`src/rtl/umi_merger.sv`:
```
// umi_merger: merges the response and request UMI streams into one registered output; 1-cycle latency, 1 pkt/cycle.
// A held, unaccepted output stalls both inputs. Response-first priority, or round-robin when UMI_MERGER_RR_EN is defined.
module umi_merger #(
  parameter int AW = 64,
  parameter int CW = 32,
  parameter int UW = 256
) (
  input  logic          clk,
  input  logic          nreset,
  input  logic          umi_resp_in_valid,
  input  logic [CW-1:0] umi_resp_in_cmd,
  input  logic [AW-1:0] umi_resp_in_dst_addr,
  input  logic [AW-1:0] umi_resp_in_src_addr,
  input  logic [UW-1:0] umi_resp_in_payload,
  output logic          umi_resp_in_ready,
  input  logic          umi_req_in_valid,
  input  logic [CW-1:0] umi_req_in_cmd,
  input  logic [AW-1:0] umi_req_in_dst_addr,
  input  logic [AW-1:0] umi_req_in_src_addr,
  input  logic [UW-1:0] umi_req_in_payload,
  output logic          umi_req_in_ready,
  output logic          umi_out_valid,
  output logic [CW-1:0] umi_out_cmd,
  output logic [AW-1:0] umi_out_dst_addr,
  output logic [AW-1:0] umi_out_src_addr,
  output logic [UW-1:0] umi_out_payload,
  input  logic          umi_out_ready
);

  typedef struct packed {
    logic [CW-1:0] cmd;
    logic [AW-1:0] dst_addr;
    logic [AW-1:0] src_addr;
    logic [UW-1:0] payload;
  } pkt_t;

  pkt_t w_resp_pkt;
  pkt_t w_req_pkt;
  pkt_t w_win_pkt;
  pkt_t r_out;
  logic r_out_valid;
  logic w_accept;
  logic w_gnt_resp;
  logic w_gnt_req;

  assign w_resp_pkt = {umi_resp_in_cmd, umi_resp_in_dst_addr, umi_resp_in_src_addr, umi_resp_in_payload};
  assign w_req_pkt  = {umi_req_in_cmd, umi_req_in_dst_addr, umi_req_in_src_addr, umi_req_in_payload};

  // Readies are forced low while reset is asserted, independent of the clock.
  assign w_accept = nreset & (~r_out_valid | umi_out_ready);

`ifdef UMI_MERGER_RR_EN
  logic r_last_req;

  assign w_gnt_resp = w_accept & umi_resp_in_valid & (~umi_req_in_valid | r_last_req);
  assign w_gnt_req  = w_accept & umi_req_in_valid & (~umi_resp_in_valid | ~r_last_req);

  always_ff @(posedge clk or negedge nreset) begin
    if (!nreset) begin
      r_last_req <= 1'b1;
    end else if (w_gnt_resp | w_gnt_req) begin
      r_last_req <= w_gnt_req;
    end
  end
`else
  assign w_gnt_resp = w_accept & umi_resp_in_valid;
  assign w_gnt_req  = w_accept & umi_req_in_valid & ~umi_resp_in_valid;
`endif

  assign w_win_pkt = w_gnt_resp ? w_resp_pkt : w_req_pkt;

  always_ff @(posedge clk or negedge nreset) begin
    if (!nreset) begin
      r_out_valid <= 1'b0;
      r_out       <= '0;
    end else if (w_gnt_resp | w_gnt_req) begin
      r_out_valid <= 1'b1;
      r_out       <= w_win_pkt;
    end else if (umi_out_ready) begin
      r_out_valid <= 1'b0;
    end
  end

  assign umi_resp_in_ready = w_gnt_resp;
  assign umi_req_in_ready  = w_gnt_req;
  assign umi_out_valid     = r_out_valid;
  assign umi_out_cmd       = r_out.cmd;
  assign umi_out_dst_addr  = r_out.dst_addr;
  assign umi_out_src_addr  = r_out.src_addr;
  assign umi_out_payload   = r_out.payload;

  a_one_grant: assert property (@(posedge clk) disable iff (!nreset) !(w_gnt_resp && w_gnt_req));
  a_out_hold: assert property (@(posedge clk) disable iff (!nreset)
    (r_out_valid && !umi_out_ready) |=> (r_out_valid && $stable(r_out)));

endmodule

```
`config.mk`:
```
export PLATFORM = sky130hd
export DESIGN_NAME = umi_merger
export DESIGN_NICKNAME = d
export VERILOG_FILES = /design/src/rtl/umi_merger.sv
export SDC_FILE = /design/constraint.sdc
export NUM_CORES = 1
export LEC_CHECK = 0
export BUFFER_PORTS_ARGS = -buffer_cell sky130_fd_sc_hd__buf_2
export CORE_AREA = 8 8 481 483
export CTS_CLUSTER_DIAMETER = 150
export CTS_CLUSTER_SIZE = 14
export DETAILED_ROUTE_END_ITERATION = 10
export DIE_AREA = 0 0 489 491
export PLACE_DENSITY_LB_ADDON = 0.25
export SYNTH_ARGS = -nofsm -noshare
export SYNTH_HDL_FRONTEND = slang
export SYNTH_SLANG_ARGS = --single-unit
```
`constraint.sdc`:
```
create_clock -name clk -period 1.7 [get_ports clk]
set_input_delay 0.255 -clock clk [delete_from_list [all_inputs] [get_ports clk]]
set_output_delay 0.255 -clock clk [all_outputs]
set_load 0.005 [all_outputs]
```
==> results.sh, run 1 <==
export IMPL_required_ns=2.22
export IMPL_critPathKind="flop to flop"
export IMPL_rsz0062_at_grt="yes"
export IMPL_synth_adder_area_share_pct=0
export IMPL_syn_area_per_cell_sq_um=10.12
export IMPL_grt_usage_pct=16.11
export IMPL_synth_seq_area_share_pct=43.53
export IMPL_drc=0
export IMPL_dpl_cell_area_sq_um=34870
export IMPL_violations="setup timing"
export IMPL_cts_made_buffers=38
export IMPL_p_total_w=0.03613
export IMPL_grt_pass1_wl_um=270300
export IMPL_hold_viol=0
export IMPL_antenna_found_initial=236
export IMPL_cp_end_kind="flop"
export IMPL_max_freq_mhz=503.0
export IMPL_status="finished, violations left"
export IMPL_power_density_nw_per_um2=844.4
export IMPL_worstSetupStartpointType="flop"
export IMPL_syn_area_sq_um=23970
export IMPL_first_iter_violations=2231
export IMPL_synth_compound_area_share_pct=32.60
export IMPL_final_setup_tns_ns=-82.28
export IMPL_clock_sinks=417
export IMPL_insertion_delay_ns=0.65
export IMPL_routed_via_density=4.051
export IMPL_max_slew_margin_pct=34.27
export IMPL_synth_top_family_by_area="compound AO/OA/AOI/OAI gates"
export IMPL_period_share_pct=116.9
export IMPL_layout_common_cells="1251 x buf_2, 426 x dlygate4sd3_1, 417 x inv_1, 417 x dfrtp_1, 416 x a221o_1"
export IMPL_rows=174
export IMPL_design_core_area_sq_um=223600
export IMPL_n_fill_cell=25020
export IMPL_io_buffers=1255
export IMPL_hold_path_class="input pin to flop"
export IMPL_synth_mux_area_share_pct=0
export IMPL_clock_path_buffers=3
export IMPL_tritoncts="done"
export IMPL_slew_viol_final=0
export IMPL_worstPathArrival_ns=2.51
export IMPL_clk_pin_slew_ns=0.08
export IMPL_dpl_hpwl_um=163400
export IMPL_seq_area_sq_um=10440
export IMPL_first_pass_iters=5
export IMPL_yosysTopAreaCellShare_pct=43.53
export IMPL_grt_overflow=0
export IMPL_syn_num_nets=3205
export IMPL_ys_top_cells_by_area="dfrtp_1 44%, a221o_1 17%, o32ai_1 15%"
export IMPL_tightest_slew_ns=0.9860
export IMPL_grt_max_degree=135
export IMPL_drive_above_1_share_pct=39.37
export IMPL_leakage_nw=19.24
export IMPL_synth_cell_types=18
export IMPL_dieWidth_um=489
export IMPL_synth_simple_gate_area_share_pct=11.07
export IMPL_crit_path_max_fanout=9
export IMPL_yosysTopAreaCell="dfrtp_1"
export IMPL_root_buffer="clkbuf_16"
export IMPL_routed_wl_um=209600
export IMPL_final_common_cell="buf_2"
export IMPL_die_area_sq_um=240100
export IMPL_pin_count=1256
export IMPL_design_area_sq_um=42780
export IMPL_setup_viol=418
export IMPL_synth_seq_cells=417
export IMPL_final_antenna_net_count=0
export IMPL_grt_pass1_vias=29180
export IMPL_htree_levels=2
export IMPL_syn_to_final_growth_pct=78.45
export IMPL_peakVddDrop_mv=0.5275
export IMPL_fin_ws_ns=-0.2881
export IMPL_routedWlPerCell_um=29.32
export IMPL_maxCapViolations=0
export IMPL_vias=28960
export IMPL_start_util_pct=10.72
export IMPL_nNetsFinal=4914
export IMPL_gp_congestion=0.8534
export IMPL_multi_input_area_sq_um=10930
export IMPL_synth_xor_area_share_pct=0
export IMPL_finClkSkew_ns=0.02146
export IMPL_die_h_um=491
export IMPL_netlist_instances=2368
export IMPL_post_route_min_period_ns=1.988
export IMPL_ys_warn_count=0
[area by class of cell]
| type | count | share of cell area, % |
|---|---|---|
| diodes | 74 | 0.4328 |
| inverters | 417 | 3.659 |
| clock inverters | 7 | 0.2076 |
| clock buffers | 40 | 2.264 |
| multi-input cells | 1256 | 25.54 |
| repair buffers | 1947 | 34.76 |
| flip-flops and latches | 417 | 24.39 |
| well taps | 2992 | 8.750 |
[power breakdown]
group | internal [W] | switching (W)
clock network | 0.00413 | 0.00484
registers | 0.0120 | 0.00188
logic | 0.00662 | 0.00670
[through the flow]
step           std cells  utilization, %  hold WS, ns  setup slack (ns)
2_1_floorplan       2368               -     -0.04059            0.1190
3_3_place_gp        6529           15.60       0.1212           -0.1210
3_5_place_dp        6529           15.60       0.1237           -0.1091
4_1_cts             7051           18.64     0.002957           -0.3229
5_1_grt             7104           19.08      0.06416           -0.3203
6_report            7150           19.13      0.09409           -0.2881
[metal layers]
layer  vias to the layer above  GRT usage [%]  share of wire [%]  routed length [um]
met1                     14210          19.57                 40               83540
met4                       128          3.423                2.9                6015
met5                         -              0               0.36                 757
met3                       410          5.331                9.3               19510
met2                      1672          27.64                 48               99810
li1                      12540              -                  -                   -
[Yosys cell counts, drive strengths merged]
| cell type | count |
|---|---|
| nand2 | 2 |
| inv | 417 |
| nor3 | 1 |
| dfrtp | 417 |
| clkbuf | 101 |
| nand3b | 1 |
| nand2b | 416 |
| buf | 177 |
| a21o | 1 |
| o32ai | 416 |
| or2 | 1 |
| nor2 | 1 |
| nor2b | 1 |
| a221o | 416 |
[final timing paths]
kind | startpoint | endpoint | slack [ns] | cells past startpoint
worst min-delay path | umi_req_in_dst_addr[48] | umi_out_dst_addr[48] | 0.09 | 4
worst min register to register | umi_out_payload[232] | umi_out_payload[232] | 0.53 | 1
worst max register to register | umi_out_valid | umi_out_payload[211] | -0.29 | 8
max in group asynchronous | nreset | umi_out_src_addr[18] | 0.16 | 4
min in group asynchronous | nreset | umi_out_payload[33] | 0.18 | 3
worst max-delay path | umi_out_valid | umi_out_payload[211] | -0.29 | 8
[timing repair]
| action | in CTS | in global routing |
|---|---|---|
| hold endpoints to repair | 460 | 1 |
| gates resized for setup | 103 | 78 |
| gates cloned | 25 | 25 |
| pin swaps | 65 | 187 |
| endpoints found under the setup margin | 412 | 540 |
| hold buffers | 426 | 1 |
| buffers inserted | 25 | 7 |
[worst max-delay path, cell delays in order (launching register included)]
cell,delay [ns]
dfrtp_1,0.38
nor2b_4,0.15
buf_12,0.13
buf_8,0.11
nand2b_4,0.15
buf_12,0.16
buf_16,0.17
clkbuf_16,0.20
a221o_1,0.35
[flip-flops by register name (all words and copies together) (netlist names)]
register	cells
umi_out_dst_addr	64
umi_out_src_addr	64
umi_out_payload	256
umi_out_valid	1
umi_out_cmd	32
[cell families (layout without fill, tap and decap cells)]
family	after synthesis	in the layout
AOI/OAI and AO/OA	833	833
buffers and inverters	695	2411
DFF	417	417
other	0	74
and+or+nand+nor	423	423
Power figures use the tool's default switching activity.
==> inputs of run 2 (changes only) <==
--- a/config.mk
+++ b/config.mk
@@ -7,6 +7,7 @@
 export LEC_CHECK = 0
 export BUFFER_PORTS_ARGS = -buffer_cell sky130_fd_sc_hd__buf_2
 export CORE_AREA = 8 8 481 483
+export CTS_BUF_LIST = sky130_fd_sc_hd__clkbuf_4 sky130_fd_sc_hd__clkbuf_8 sky130_fd_sc_hd__clkbuf_16
 export CTS_CLUSTER_DIAMETER = 150
 export CTS_CLUSTER_SIZE = 14
 export DETAILED_ROUTE_END_ITERATION = 10
==> run 2 against run 1 <==
Effect of this change:
- the run still ends with setup timing left
- clock skew rose by 0.0018 ns
- clock power about the same
- count of clock-buffer cells in the layout is the same
- cell count unchanged
- worst hold slack better by 0.0017 ns
- largest cell class unchanged
==> results.sh, run 2 (synthesized netlist as in run 1, its figures left out) <==
export IMPL_gp_congestion=0.8534
export IMPL_routed_via_density=4.045
export IMPL_root_buffer="clkbuf_16"
export IMPL_setup_viol=418
export IMPL_grt_pass1_wl_um=270300
export IMPL_critPathKind="flop to flop"
export IMPL_syn_to_final_growth_pct=78.47
export IMPL_hold_path_class="input pin to flop"
export IMPL_grt_max_degree=135
export IMPL_first_iter_violations=2273
export IMPL_period_share_pct=116.9
export IMPL_slew_viol_final=0
export IMPL_final_setup_tns_ns=-80.28
export IMPL_grt_usage_pct=16.11
export IMPL_htree_levels=2
export IMPL_largest_register_ffs=256
export IMPL_drc=0
export IMPL_die_area_sq_um=240100
export IMPL_max_slew_margin_pct=37.71
export IMPL_violations="setup timing"
export IMPL_max_freq_mhz=503.3
export IMPL_drive_above_1_share_pct=39.40
export IMPL_grt_pass1_vias=29180
export IMPL_finClkSkew_ns=0.02322
export IMPL_post_route_min_period_ns=1.987
export IMPL_nNetsFinal=4914
export IMPL_cp_end_kind="flop"
export IMPL_io_buffers=1255
export IMPL_vias=28920
export IMPL_layout_common_cells="1251 x buf_2, 426 x dlygate4sd3_1, 417 x inv_1, 417 x dfrtp_1, 416 x a221o_1"
export IMPL_dpl_hpwl_um=163400
export IMPL_crit_path_max_fanout=26
export IMPL_peakVddDrop_mv=0.5259
export IMPL_pin_count=1256
export IMPL_clk_pin_slew_ns=0.08
export IMPL_rows=174
export IMPL_required_ns=2.23
export IMPL_final_antenna_net_count=0
export IMPL_hold_viol=0
export IMPL_cts_made_buffers=38
export IMPL_maxCapViolations=0
export IMPL_power_density_nw_per_um2=843.7
export IMPL_fin_ws_ns=-0.2868
export IMPL_clock_path_buffers=3
export IMPL_clock_sinks=417
export IMPL_final_common_cell="buf_2"
export IMPL_leakage_nw=19.24
export IMPL_rsz0062_at_grt="yes"
export IMPL_final_core_util_pct=19.14
export IMPL_hold_ws_ns=0.09582
export IMPL_tritoncts="done"
export IMPL_routedWlPerCell_um=29.31
export IMPL_grt_overflow=0
export IMPL_die_h_um=491
export IMPL_start_util_pct=10.72
export IMPL_design_core_area_sq_um=223600
export IMPL_worstPathArrival_ns=2.51
export IMPL_antenna_found_initial=236
export IMPL_insertion_delay_ns=0.65
export IMPL_dieWidth_um=489
export IMPL_worstSetupStartpointType="flop"
export IMPL_routed_wl_um=209500
export IMPL_status="finished, violations left"
export IMPL_tightest_slew_ns=0.9344
export IMPL_first_pass_iters=5
run 2: cell count changes in the layout (fill, tap and decap cells not counted):
cell      before  now
clkbuf_4       0    1
clkbuf_1       1    0
run 2: metrics by stage:
| stage | instance area [sq um] | setup WS, ns | instances | total power, W |
|---|---|---|---|---|
| final | 42790 | -0.2868 | 7150 | 0.03610 |
| after global routing | 42670 | -0.3203 | 7104 | 0.03809 |
| after CTS | 41680 | -0.3229 | 7051 | 0.03640 |
| after detailed placement | 34870 | -0.1091 | 6529 | 0.02512 |
| after global placement | 34870 | -0.1210 | 6529 | 0.02506 |
| after floorplan | 23970 | 0.1190 | 2368 | 0.01837 |
run 2: worst paths after layout:
| path | startpoint | end | slack [ns] | cells after the start |
|---|---|---|---|---|
| max | umi_out_valid | umi_out_src_addr[40] | -0.29 | 8 |
| min | umi_req_in_dst_addr[45] | umi_out_dst_addr[45] | 0.1 | 4 |
| min reg2reg | umi_out_payload[232] | umi_out_payload[232] | 0.53 | 1 |
| max in group asynchronous | nreset | umi_out_src_addr[18] | 0.20 | 4 |
| min in group asynchronous | nreset | umi_out_payload[33] | 0.17 | 3 |
| max reg2reg | umi_out_valid | umi_out_src_addr[40] | -0.29 | 8 |
run 2: layer usage:
metal	global-route usage, %	wire length (um)	vias up
met5	0	749	-
met4	3.423	5885	126
met3	5.336	19570	406
met2	27.64	99740	1652
met1	19.56	83590	14190
li1	-	-	12560
run 2: final cells by class:
| class | instances | area [sq um] |
|---|---|---|
| fillers | 25010 | 180800 |
| repair buffers | 1947 | 14870 |
| multi-input cells | 1256 | 10930 |
| flip-flops and latches | 417 | 10440 |
| well taps | 2992 | 3744 |
| inverters | 417 | 1565 |
| clock buffers | 40 | 972.2 |
| diodes | 74 | 185.2 |
| clock inverters | 7 | 88.84 |
run 2: report_power, final:
part           total [W]  internal [W]  switching (W)
Clock            0.00896       0.00414        0.00481
Sequential        0.0138        0.0120        0.00187
Combinational     0.0133       0.00662        0.00669
Total             0.0361        0.0227         0.0134
run 2: worst max-delay path, stage by stage, from the launching register on:
cell and delay, ns:
dfrtp_1 0.38, nor2b_4 0.15, buf_12 0.13, buf_8 0.11
nand2b_4 0.15, buf_12 0.16, buf_16 0.17, buf_12 0.19
a221o_1 0.36
run 2: timing repair:
action                                  in CTS  in global routing
endpoints found under the hold margin      460                  1
resized for setup                          103                 78
buffers inserted                            25                  7
gates cloned                                25                 25
pin swaps                                   65                187
endpoints found under the setup margin     412                540
hold buffers                               426                  1
